### src/rtl/miriscv_pipeline_cu.sv
// Pipeline control unit: per-GPR pending-write scoreboard, RAW/saturation stalls,
// redirect kills and FENCE drain. Optional perf counters under MIRISCV_CU_PERF_CNT_EN.

module miriscv_cu_pend_cnt #(
    parameter int unsigned PEND_CNT_W = 2
) (
    input  logic                  clk_i,
    input  logic                  arstn_i,
    input  logic                  inc,
    input  logic                  dec_wb,
    input  logic                  dec_kill,
    output logic [PEND_CNT_W-1:0] cnt
);
    logic [PEND_CNT_W:0] up;
    logic [PEND_CNT_W:0] dn;

    assign up = {1'b0, cnt} + {{PEND_CNT_W{1'b0}}, inc};
    assign dn = {{PEND_CNT_W{1'b0}}, dec_wb} + {{PEND_CNT_W{1'b0}}, dec_kill};

    // A decrement below zero is dropped rather than wrapping
    always_ff @(posedge clk_i or negedge arstn_i) begin
        if (!arstn_i)     cnt <= '0;
        else if (dn > up) cnt <= '0;
        else              cnt <= PEND_CNT_W'(up - dn);
    end

`ifndef SYNTHESIS
    a_no_underflow: assert property (@(posedge clk_i) disable iff (!arstn_i) dn <= up);
`endif
endmodule

module miriscv_pipeline_cu #(
    parameter int unsigned PEND_CNT_W = 2,
    parameter int unsigned GPR_NUM    = 32
) (
    input  logic        clk_i,
    input  logic        arstn_i,
    input  logic        f_valid_i,
    input  logic [4:0]  f_cu_rs1_addr_i,
    input  logic        f_cu_rs1_req_i,
    input  logic [4:0]  f_cu_rs2_addr_i,
    input  logic        f_cu_rs2_req_i,
    input  logic [4:0]  f_cu_rd_addr_i,
    input  logic        f_cu_rd_we_i,
    input  logic        f_cu_fence_i,
    input  logic        d_valid_i,
    input  logic        d_gpr_wr_en_i,
    input  logic [4:0]  d_gpr_wr_addr_i,
    input  logic        e_stall_req_i,
    input  logic        m_stall_req_i,
    input  logic        e_redirect_i,
    input  logic        m_gpr_wr_en_i,
    input  logic [4:0]  m_gpr_wr_addr_i,
    output logic        cu_stall_f_o,
    output logic        cu_stall_d_o,
    output logic        cu_kill_f_o,
    output logic        cu_kill_d_o,
    output logic        cu_busy_o
`ifdef MIRISCV_CU_PERF_CNT_EN
    ,
    output logic [31:0] cu_raw_stall_cnt_o,
    output logic [31:0] cu_flush_cnt_o,
    output logic [31:0] cu_drain_cnt_o
`endif
);
    typedef enum logic {RUN = 1'b0, DRAIN = 1'b1} state_t;

    state_t state, state_nxt;
    logic   fence_ok, fence_ok_nxt;

    logic [GPR_NUM-1:0][PEND_CNT_W-1:0] cnt;
    logic [GPR_NUM-1:0]                 inc_vec, dec_wb_vec, dec_kill_vec;

    logic raw, sat, hazard, fence_go, issue, inc, dec_wb, dec_kill, drain_done;

    assign raw    = (f_cu_rs1_req_i & (|cnt[f_cu_rs1_addr_i]))
                  | (f_cu_rs2_req_i & (|cnt[f_cu_rs2_addr_i]));
    assign sat    = f_cu_rd_we_i & (&cnt[f_cu_rd_addr_i]);
    assign hazard = f_valid_i & (raw | sat);

    // fence_ok lets the FENCE through once after a completed drain instead of re-entering DRAIN
    assign fence_go   = f_valid_i & f_cu_fence_i & ~fence_ok & (state == RUN);
    assign drain_done = ~cu_busy_o & ~d_valid_i;

    assign issue    = f_valid_i & ~cu_stall_f_o & ~cu_stall_d_o & ~cu_kill_f_o;
    assign inc      = issue & f_cu_rd_we_i & (f_cu_rd_addr_i != 5'd0);
    assign dec_wb   = m_gpr_wr_en_i & (m_gpr_wr_addr_i != 5'd0);
    assign dec_kill = cu_kill_d_o & d_valid_i & d_gpr_wr_en_i & (d_gpr_wr_addr_i != 5'd0);

    genvar r;
    generate
        for (r = 0; r < GPR_NUM; r++) begin : g_sb
            assign inc_vec[r]      = inc      & (f_cu_rd_addr_i  == 5'(r));
            assign dec_wb_vec[r]   = dec_wb   & (m_gpr_wr_addr_i == 5'(r));
            assign dec_kill_vec[r] = dec_kill & (d_gpr_wr_addr_i == 5'(r));
            if (r == 0) begin : g_x0
                assign cnt[r] = '0;
            end else begin : g_cnt
                miriscv_cu_pend_cnt #(.PEND_CNT_W(PEND_CNT_W)) u_cnt (
                    .clk_i    (clk_i),
                    .arstn_i  (arstn_i),
                    .inc      (inc_vec[r]),
                    .dec_wb   (dec_wb_vec[r]),
                    .dec_kill (dec_kill_vec[r]),
                    .cnt      (cnt[r])
                );
            end
        end
    endgenerate

    always_ff @(posedge clk_i or negedge arstn_i) begin
        if (!arstn_i) begin
            state    <= RUN;
            fence_ok <= 1'b0;
        end else begin
            state    <= state_nxt;
            fence_ok <= fence_ok_nxt;
        end
    end

    always_comb begin
        state_nxt    = state;
        fence_ok_nxt = fence_ok;
        case (state)
            RUN: begin
                if (fence_go & ~cu_stall_d_o & ~cu_kill_f_o) state_nxt = DRAIN;
            end
            DRAIN: begin
                if (e_redirect_i) begin
                    state_nxt = RUN;
                end else if (drain_done) begin
                    state_nxt    = RUN;
                    fence_ok_nxt = 1'b1;
                end
            end
            default: state_nxt = RUN;
        endcase
        if (issue | e_redirect_i) fence_ok_nxt = 1'b0;
    end

    always_comb begin
        cu_stall_d_o = e_stall_req_i | m_stall_req_i;
        cu_kill_f_o  = e_redirect_i;
        cu_kill_d_o  = e_redirect_i;
        cu_busy_o    = |cnt;
        cu_stall_f_o = cu_stall_d_o | hazard | fence_go | (state == DRAIN);
    end

`ifdef MIRISCV_CU_PERF_CNT_EN
    always_ff @(posedge clk_i or negedge arstn_i) begin
        if (!arstn_i) begin
            cu_raw_stall_cnt_o <= '0;
            cu_flush_cnt_o     <= '0;
            cu_drain_cnt_o     <= '0;
        end else begin
            if (hazard)           cu_raw_stall_cnt_o <= cu_raw_stall_cnt_o + 32'd1;
            if (e_redirect_i)     cu_flush_cnt_o     <= cu_flush_cnt_o + 32'd1;
            if (state == DRAIN)   cu_drain_cnt_o     <= cu_drain_cnt_o + 32'd1;
        end
    end
`endif
endmodule

### config.mk
export PLATFORM = sky130hd
export DESIGN_NAME = miriscv_pipeline_cu
export DESIGN_NICKNAME = d
export VERILOG_FILES = /design/src/rtl/miriscv_pipeline_cu.sv
export SDC_FILE = /design/constraint.sdc
export NUM_CORES = 1
export LEC_CHECK = 0
export ABC_AREA = 1
export CAP_MARGIN = 30
export CORE_ASPECT_RATIO = 1.2
export CORE_MARGIN = 1.5
export CORE_UTILIZATION = 60
export CTS_CLUSTER_DIAMETER = 60
export DETAILED_ROUTE_END_ITERATION = 8
export PLACE_DENSITY = 0.88
export SETUP_SLACK_MARGIN = 0.15
export SLEW_MARGIN = 20
export SYNTH_ARGS = -nofsm -noshare
export SYNTH_HDL_FRONTEND = slang
export SYNTH_SLANG_ARGS = --single-unit
export TNS_END_PERCENT = 1
### constraint.sdc
create_clock -name clk_i -period 7.2 [get_ports clk_i]
set_clock_uncertainty 0.05 [all_clocks]
set_input_delay 1.44 -clock clk_i [delete_from_list [all_inputs] [get_ports clk_i]]
set_output_delay 1.44 -clock clk_i [all_outputs]
set_load 0.05 [all_outputs]
# Yosys cells after proc, flatten, opt, wreduce, memory -nomap -nowiden

Index checks and enable logic that the tools add are counted.

Flip-flop bits (word level): 64
Latch bits: 0
Memory bits (writable): 0
Memory bits (read-only): 0
Output and inout port bits: 5
Word-level logic and storage cells: 435
Memories kept: 0

Add/sub/neg operators: 93
$mul: 0
Divide/modulo/power cells: 0
Magnitude comparators: 34
Eq/ne operators: 94
Shift operators: 0
Multiplexer cells: 45
Bitwise operators: 126
Reduce and logical (&&, ||, !) cells: 10

Operators by type and width:

| cell                 | number |
|---|---|
| $eq A5 B5 Y1 const B | 48 |
| $eq A5 B4 Y1 const B | 24 |
| $and A1 B1 Y1        | 112 |
| $add A2 B1 Y3        | 31 |
| $gt A2 B3 Y1         | 31 |
| $mux W2              | 34 |
| $add A1 B1 Y2        | 31 |
| $reduce_or A62 Y1    | 1 |
| $sub A2 B2 Y2        | 31 |
| $eq A5 B3 Y1 const B | 12 |
| $bmux W2 S5          | 3 |
| $eq A5 B2 Y1 const B | 6 |
| $lt A5 B6 Y1 const B | 3 |
| $eq A5 B1 Y1 const B | 3 |
| $reduce_bool A5 Y1   | 3 |
| $mux W1              | 7 |
| $not A1 Y1           | 7 |
| $or A1 B1 Y1         | 7 |
| $reduce_bool A2 Y1   | 2 |
| $reduce_or A2 Y1     | 2 |
| $reduce_and A3 Y1    | 1 |
| $ne A2 B1 Y1 const B | 1 |
| $pmux W1 S2          | 1 |
| $reduce_and A2 Y1    | 1 |

# Logic depth before layout (Yosys ltp)

Gate-level depths: netlist of run 1.

Word-level depth: 20
Depth in mapped cells: 30
Depth with buffers taken out: 27

# By module

From an unflattened synthesis of run 1, not the netlist that was laid out.

Cells, all modules: 1315
Area, all modules: 8483.1 um2

By module, submodules not included:

| module              | times used | cells an instance | area each (um2) |
|---|---|---|---|
| miriscv_cu_pend_cnt | 31         | 22                | 187.7 |
| miriscv_pipeline_cu | 1          | 633               | 2665.1 |

# Worst setup path before layout of run 1

Ideal clock, no wire load.

Path type: input to output
Start point: input port f_cu_rd_addr_i[0]
End point: output port cu_stall_f_o
Arrival: 2.844 ns
Data required time: 5.710 ns
Path slack: 2.866 ns
Stages on the path: 15
Buffers on the path: 2
Cells stage by stage: buf_6 nor2_1 buf_2 nand2_1 nand2_1 nor2_1 nor2_1 nor2_1 nand2_1 nand2_1 nand2_1 nand2_1 nor2_1 o21ai_0 nand2_1

Cells in the longest elaborated chain, start to end: 9

RTL lines:

| item                          | line | RTL |
|---|---|---|
| from (decl)                   | 43   | `input logic [4:0] f_cu_rd_addr_i,` |
| $bmux W2 S5                   | 78   | `assign sat = f_cu_rd_we_i & (&cnt[f_cu_rd_addr_i]);` |
| $mux W2 (not written as such) | 78   |  |
| $reduce_and A2 Y1             | 78   |  |
| $and A1 B1 Y1                 | 78   |  |
| $or A1 B1 Y1                  | 79   | `assign hazard = f_valid_i & (raw \| sat);` |
| $and A1 B1 Y1                 | 79   |  |
| $or A1 B1 Y1 (3 in series)    | 146  | `cu_stall_f_o = cu_stall_d_o \| hazard \| fence_go \| (state == DRAIN);` |
| to (decl)                     | 54   | `output logic cu_stall_f_o,` |

No other way between the ends. The select of a mux whose other input is x is not followed.

# Worst setup path after layout of run 1

Start point: input port f_cu_rd_addr_i[1]
End point: output port cu_stall_f_o

The elaborated chain is that of the path after synthesis.

==> results of run 1 <==
layout make-up:
class / instances / area [µm²]
clock buffer: 11 / 233
clock inverter: 4 / 70.1
fill: 1149 / 4260
inverter: 219 / 822
multi-input combinational: 980 / 5670
sequential: 64 / 1600
tap: 168 / 210
timing repair buffer: 49 / 488
cells by family (layout without fill, tap and decap cells):
kind of cell / after synthesis / in the layout / share of synthesized area (%)
buffers and inverters: 246 / 283 / 12.0
XOR/XNOR: 31 / 31 / 3.29
AO/OA/AOI/OAI: 18 / 18 / 1.15
flip-flops: 64 / 64 / 19.4
AND/OR/NAND/NOR: 745 / 745 / 36.0
adder cells (fa/ha/maj): 186 / 186 / 28.2
power breakdown:
| part | internal, mW | switching [mW] |
|---|---|---|
| sequential | 0.366 | 0.00880 |
| clock | 0.300 | 0.175 |
| combinational | 0.0814 | 0.153 |
state kept, by name (all words and copies together) (netlist names):
register	count
state	1
fence_ok	1
g_sb.g_cnt.u_cnt.cnt	62
per-layer routing:
metal / up-vias / routed length [µm] / track usage (%)
li1: 3986 / - / -
met1: 3720 / 8730 / 38.2
met2: 403 / 10600 / 52.6
met3: 105 / 1800 / 5.95
met4: 0 / 1420 / 19.1
met5: - / 0 / 0
synthesized netlist by cell type (4+ instances only):
cell        n  area, µm²
nor2_1    300       1130
a21oi_1     8       40.0
buf_2       7       35.0
ha_1      186       2330
nand4_1     4       25.0
nor2_2     15       93.8
clkbuf_1   11       41.3
dfrtp_1    64       1600
buf_6       6       67.6
inv_1     214        803
nor3_1      6       30.0
o21ai_0     7       35.0
xnor2_1    31        272
nand2_1   336       1260
nand3_1    76        380
metrics by stage:
step / setup WS (ps) / area [µm²] / utilization, % / hold slack, ps / cells
global route: 968 / 9090 / 68.1 / 535 / 1495
finish: 1160 / 9090 / 68.1 / 501 / 1495
floorplan: 2870 / 8260 / - / 461 / 1290
CTS: 1230 / 9070 / 67.9 / 507 / 1494
global placement: 1350 / 8760 / 65.6 / 491 / 1479
detailed placement: 1230 / 8760 / 65.6 / 496 / 1479
path summary, 6_finish.rpt:
path	endpoint	slack, ps	start
max	cu_stall_f_o	1160	f_cu_rd_addr_i[1]
min	state	500	state
max reg2reg	g_sb[21].g_cnt.u_cnt.cnt[1]	3650	g_sb[26].g_cnt.u_cnt.cnt[0]
min reg2reg	state	500	state
max in group asynchronous	g_sb[27].g_cnt.u_cnt.cnt[0]	5560	arstn_i
min in group asynchronous	g_sb[8].g_cnt.u_cnt.cnt[0]	990	arstn_i
critical path: stages:
cell	delay, ps
clkdlybuf4s50_1	720
inv_2	230
nor2_2	410
nand2_1	100
nand3_1	110
nand2_1	50
nand2_1	90
nor2_1	40
nor2_1	90
nor2_1	50
nor2_1	230
o21ai_0	130
nand2_1	60
clkdlybuf4s50_1	790
==> run metrics, run 1 <==
Startpoint Class primary input; max-cap viol count 0; core area ~13000 µm²; Yosys cell types 24; hpwl dp roughly 18000 µm; Final Hold Viols 0; routed vias/inst roughly 5.5; final RePlAce weighted congestion 0.987; clock root cell clkbuf_16; cts hold-fix bufs 0; fmax roughly 170 MHz; min-delay worst type reg2reg; Design Power ~1.1 mW; Synth Net Count 1514; routed via count roughly 8200; Chip Width 110 µm; reg2reg path depth 25; I/O Pins 43; post-cts resize count 0; initial antenna violation count 0; minimum clock period ~6000 ps; CTS tree yes; Vert. Die Dim between 100 and 150 µm; setup bufs post-CTS 0; WP data arrival around 4600 ps; unrepaired setup endpoints after global routing false; WL per Instance ~15 µm; global-route wire length before repair between 30000 and 40000 µm; setup TNS 0 ps; Most used DFF post-synth dfrtp_1; Final ANT Viol Nets 0; Worst-Margin Slew just over 800 ps; number of synthesized register bits 64; CTS Buf Count 9; Starting Density approximately 62%; Mapped Cells between 1000 and 1500; CTS max path bufs 2; Port Buffer Count 42; worst skew pair latency about 350 ps; Post-synth EDFFs 0; fraction of layout cells with a size suffix above 1 3.24%; most frequent cells in the layout nand2_1, nor2_1, inv_1, ha_1, nand3_1; Mapped Avg Cell Area ~6.4 µm²; Ys Warns 0; Routed WL about 23000 µm; Area growth, synth to finish 10.1%; CTS clk-pin slew, worst paths 60 ps; post-synthesis sequential area ratio around a fifth; most common cell after layout, fill and taps aside nand2_1; First-pass DRT Iterations 5; Worst VDD drop between 150 and 200 µV; WS Path Type in2out; fin nets between 1500 and 2000; Final Slew Violations 0; status complete, no violations; vias in the first global route slightly below 8000; First DRT Iteration DRCs ~790; Power Density around 120 nW/µm²; die area approximately 14000 µm²; final period utilization a little over four fifths; Finish-stage setup viols 0; Max-slew headroom 44.8%; worst endpoint required time approximately 5700 ps; clk sinks between 60 and 70; H-tree level count 3; # rows 46; leakage power around 5.4 nW; async set-reset flop share out of synthesis 100%; CP max FO 16; GRT overflow 0; DRC Markers 0; Ant. Diodes 0; synthesized cell area roughly 8300 µm²; hold-critical path depth 2; pin count of the biggest net entering global routing 65; GRT Overall Usage ~32%; CP Capture Type primary output
(Power assumes the default switching activity.)
==> run 2: changes to the inputs <==
clock period = 6 ns   (was 7.2 ns; I/O delays follow)
==> run metrics, run 2 (same netlist as run 1, synthesis figures left out) <==
reg2reg path depth 24 (was 25); First-pass DRT Iterations 9 (was 5); GR peak layer met2 (unchanged); Worst VDD drop 193 µV (was 162 µV); FF/Latch Area 1600 µm² (unchanged); hold-critical path depth 2 (unchanged); failing checks DRC; Final Slew Violations 0 (unchanged); WP data arrival 5460 ps (was 4550 ps); fmax between 150 and 200 MHz; Startpoint Class primary input (unchanged); CP max FO 17 (was 16); I/O Pins 43 (unchanged); # rows 46 (unchanged); routed vias/inst 5.46 (was 5.49); vias in the first global route 7870 (was 7741); status finished with violations (was complete, no violations); fin nets 1554 (was 1547); Chip Width 110 µm (unchanged); Finish-stage setup viols 0 (unchanged); CP top delay family simple AND/OR/NAND/NOR gates (was buffers and inverters); CTS tree yes (unchanged); H-tree level count 3 (unchanged); final period utilization 88.0%; met3 usage 8.68% (was 5.95%); First DRT Iteration DRCs 946 (was 785); setup TNS 0 ps (unchanged); dpl cell area 8850 µm² (was 8760 µm²); cts hold-fix bufs 0 (unchanged); max reg flops 62 (unchanged); WL per Instance 15.3 µm (was 15.1 µm); GRT Overall Usage 33.6% (was 32.0%); initial antenna violation count 0 (unchanged); worst skew pair latency 340 ps (was 350 ps); Power Density 145 nW/µm² (was 119 nW/µm²); R2R Path Start g_sb[13].g_cnt.u_cnt.cnt[1] (was g_sb[26].g_cnt.u_cnt.cnt[0]); Filler cells 1114 (was 1149); clk sinks 64 (unchanged); routing usage on met2 54.8% (was 52.6%); Final ANT Viol Nets 0 (unchanged); global-route wire length before repair 37600 µm (was 36100 µm); Slowest Stage Delay on Critical Path 720 ps (was 790 ps); Max-slew headroom 36.0% (was 44.8%); unrepaired setup endpoints after global routing false (unchanged); worst endpoint required time 6190 ps (was 5710 ps); most frequent cells in the layout nand2_1, nor2_1, inv_1, ha_1, nand3_1 (unchanged); minimum clock period 5280 ps; DRC Markers 11 (was 0); CTS Buf Count 9 (unchanged); CTS clk-pin slew, worst paths 60 ps (about the same); hpwl dp 17700 µm (was 17600 µm); post-cts resize count 0 (unchanged); clock root cell clkbuf_16 (unchanged); slowest CP cell clkdlybuf4s50_1 (unchanged); final worst slack 721 ps (was 1160 ps); Vert. Die Dim 132 µm (unchanged); Worst-Margin Slew 957 ps (was 825 ps); min-delay worst type reg2reg (unchanged); Ant. Diodes 0 (unchanged); biggest regs g_sb.g_cnt.u_cnt.cnt x62, fence_ok x1, state x1 (unchanged); max-cap viol count 0 (unchanged); final RePlAce weighted congestion 0.939 (was 0.987); Area growth, synth to finish 11.0% (was 10.1%); core area 13400 µm² (unchanged); Starting Density 61.9% (unchanged); most common cell after layout, fill and taps aside nand2_1 (unchanged); hold endpoint state (unchanged); met1 Track Usage GR 39.7% (was 38.2%); leakage power 5.47 nW (was 5.43 nW); CTS max path bufs 2 (unchanged); routed via count 8206 (was 8214); GRT overflow 0 (unchanged); Biggest register g_sb.g_cnt.u_cnt.cnt (unchanged); pin count of the biggest net entering global routing 65 (unchanged); Setup Slack @ Placement 572 ps (was 1230 ps); reg2reg end g_sb[8].g_cnt.u_cnt.cnt[1] (was g_sb[21].g_cnt.u_cnt.cnt[1]); WS Path Type in2reg (was in2out); fraction of layout cells with a size suffix above 1 3.97% (was 3.24%); setup bufs post-CTS 0 (unchanged); Worst path most repeated cell nor2_1; HP Start state (unchanged); CP Capture Type register (was primary output); Port Buffer Count 42 (unchanged); Final Hold Viols 0 (unchanged); die area 14500 µm² (unchanged); Buf+Inv Stages, Crit Path 6 (was 3); setup slack, reg-to-reg 2120 ps (was 3650 ps); Routed WL 23000 µm (was 22600 µm); area of the multi-input gates 5670 µm² (unchanged); Layout Cell Area excl Fill 9170 µm² (was 9090 µm²)
[run 2: how the worst max path moves through the flow]
stage                                  from  cells after the start  slack, ps                     endpoint
after detailed placement  f_cu_rd_addr_i[1]                     26        570  g_sb[12].g_cnt.u_cnt.cnt[1]
after global placement    f_cu_rd_addr_i[1]                     26        720  g_sb[12].g_cnt.u_cnt.cnt[1]
after floorplan           f_cu_rd_addr_i[0]                     15       2150                 cu_stall_f_o
after global routing      f_cu_rd_addr_i[0]                     28        480   g_sb[8].g_cnt.u_cnt.cnt[1]
after CTS                 f_cu_rd_addr_i[1]                     26        870   g_sb[8].g_cnt.u_cnt.cnt[1]
final                     f_cu_rd_addr_i[1]                     26        720   g_sb[8].g_cnt.u_cnt.cnt[1]
[run 2: worst reg2reg max path, cell delays in order (launching register included)]
cell,delay (ps)
dfrtp_1,410
or2_2,370
nor2_1,110
nor2_1,60
nand3_1,80
nand3_1,160
nand3_1,110
nand2_1,60
nand2_1,50
nand2_1,90
nor2_2,120
nand4_2,410
buf_12,350
nor2_1,90
ha_1,170
ha_1,130
inv_1,40
ha_1,310
inv_1,50
nor2_1,160
nor2_1,90
nor2_1,130
nand2_1,70
nand2_1,60
inv_1,30
[run 2: where the power goes]
part	leakage [nW]	total (mW)	internal [mW]	switching (mW)
Clock	0.152	0.583	0.374	0.209
Combinational	4.42	0.295	0.101	0.194
Sequential	0.893	0.449	0.439	0.00972
[run 2: cell type report]
class,instances,area share (%)
Clock buffer,11,2.65
Clock inverter,5,0.873
Inverter,219,8.96
Multi-Input combinational cell,980,61.8
Sequential cell,64,17.5
Tap cell,168,2.29
Timing Repair Buffer,56,5.92
[run 2: through the flow]
stage	cells	hold slack [ps]	utilization (%)	power, mW
floorplan	1290	461	-	0.633
global placement	1487	487	66.3	0.737
detailed placement	1487	503	66.3	0.742
CTS	1503	514	68.7	1.32
global route	1503	534	68.7	1.37
finish	1503	511	68.7	1.33
[run 2: per-layer routing]
layer | up-vias | wire, µm | share of wire, %
met4 | 0 | 1210 | 5.2
met2 | 428 | 10600 | 46
met1 | 3676 | 8790 | 38
met3 | 100 | 2350 | 10
li1 | 4002 | - | -
met5 | - | 0 | 0
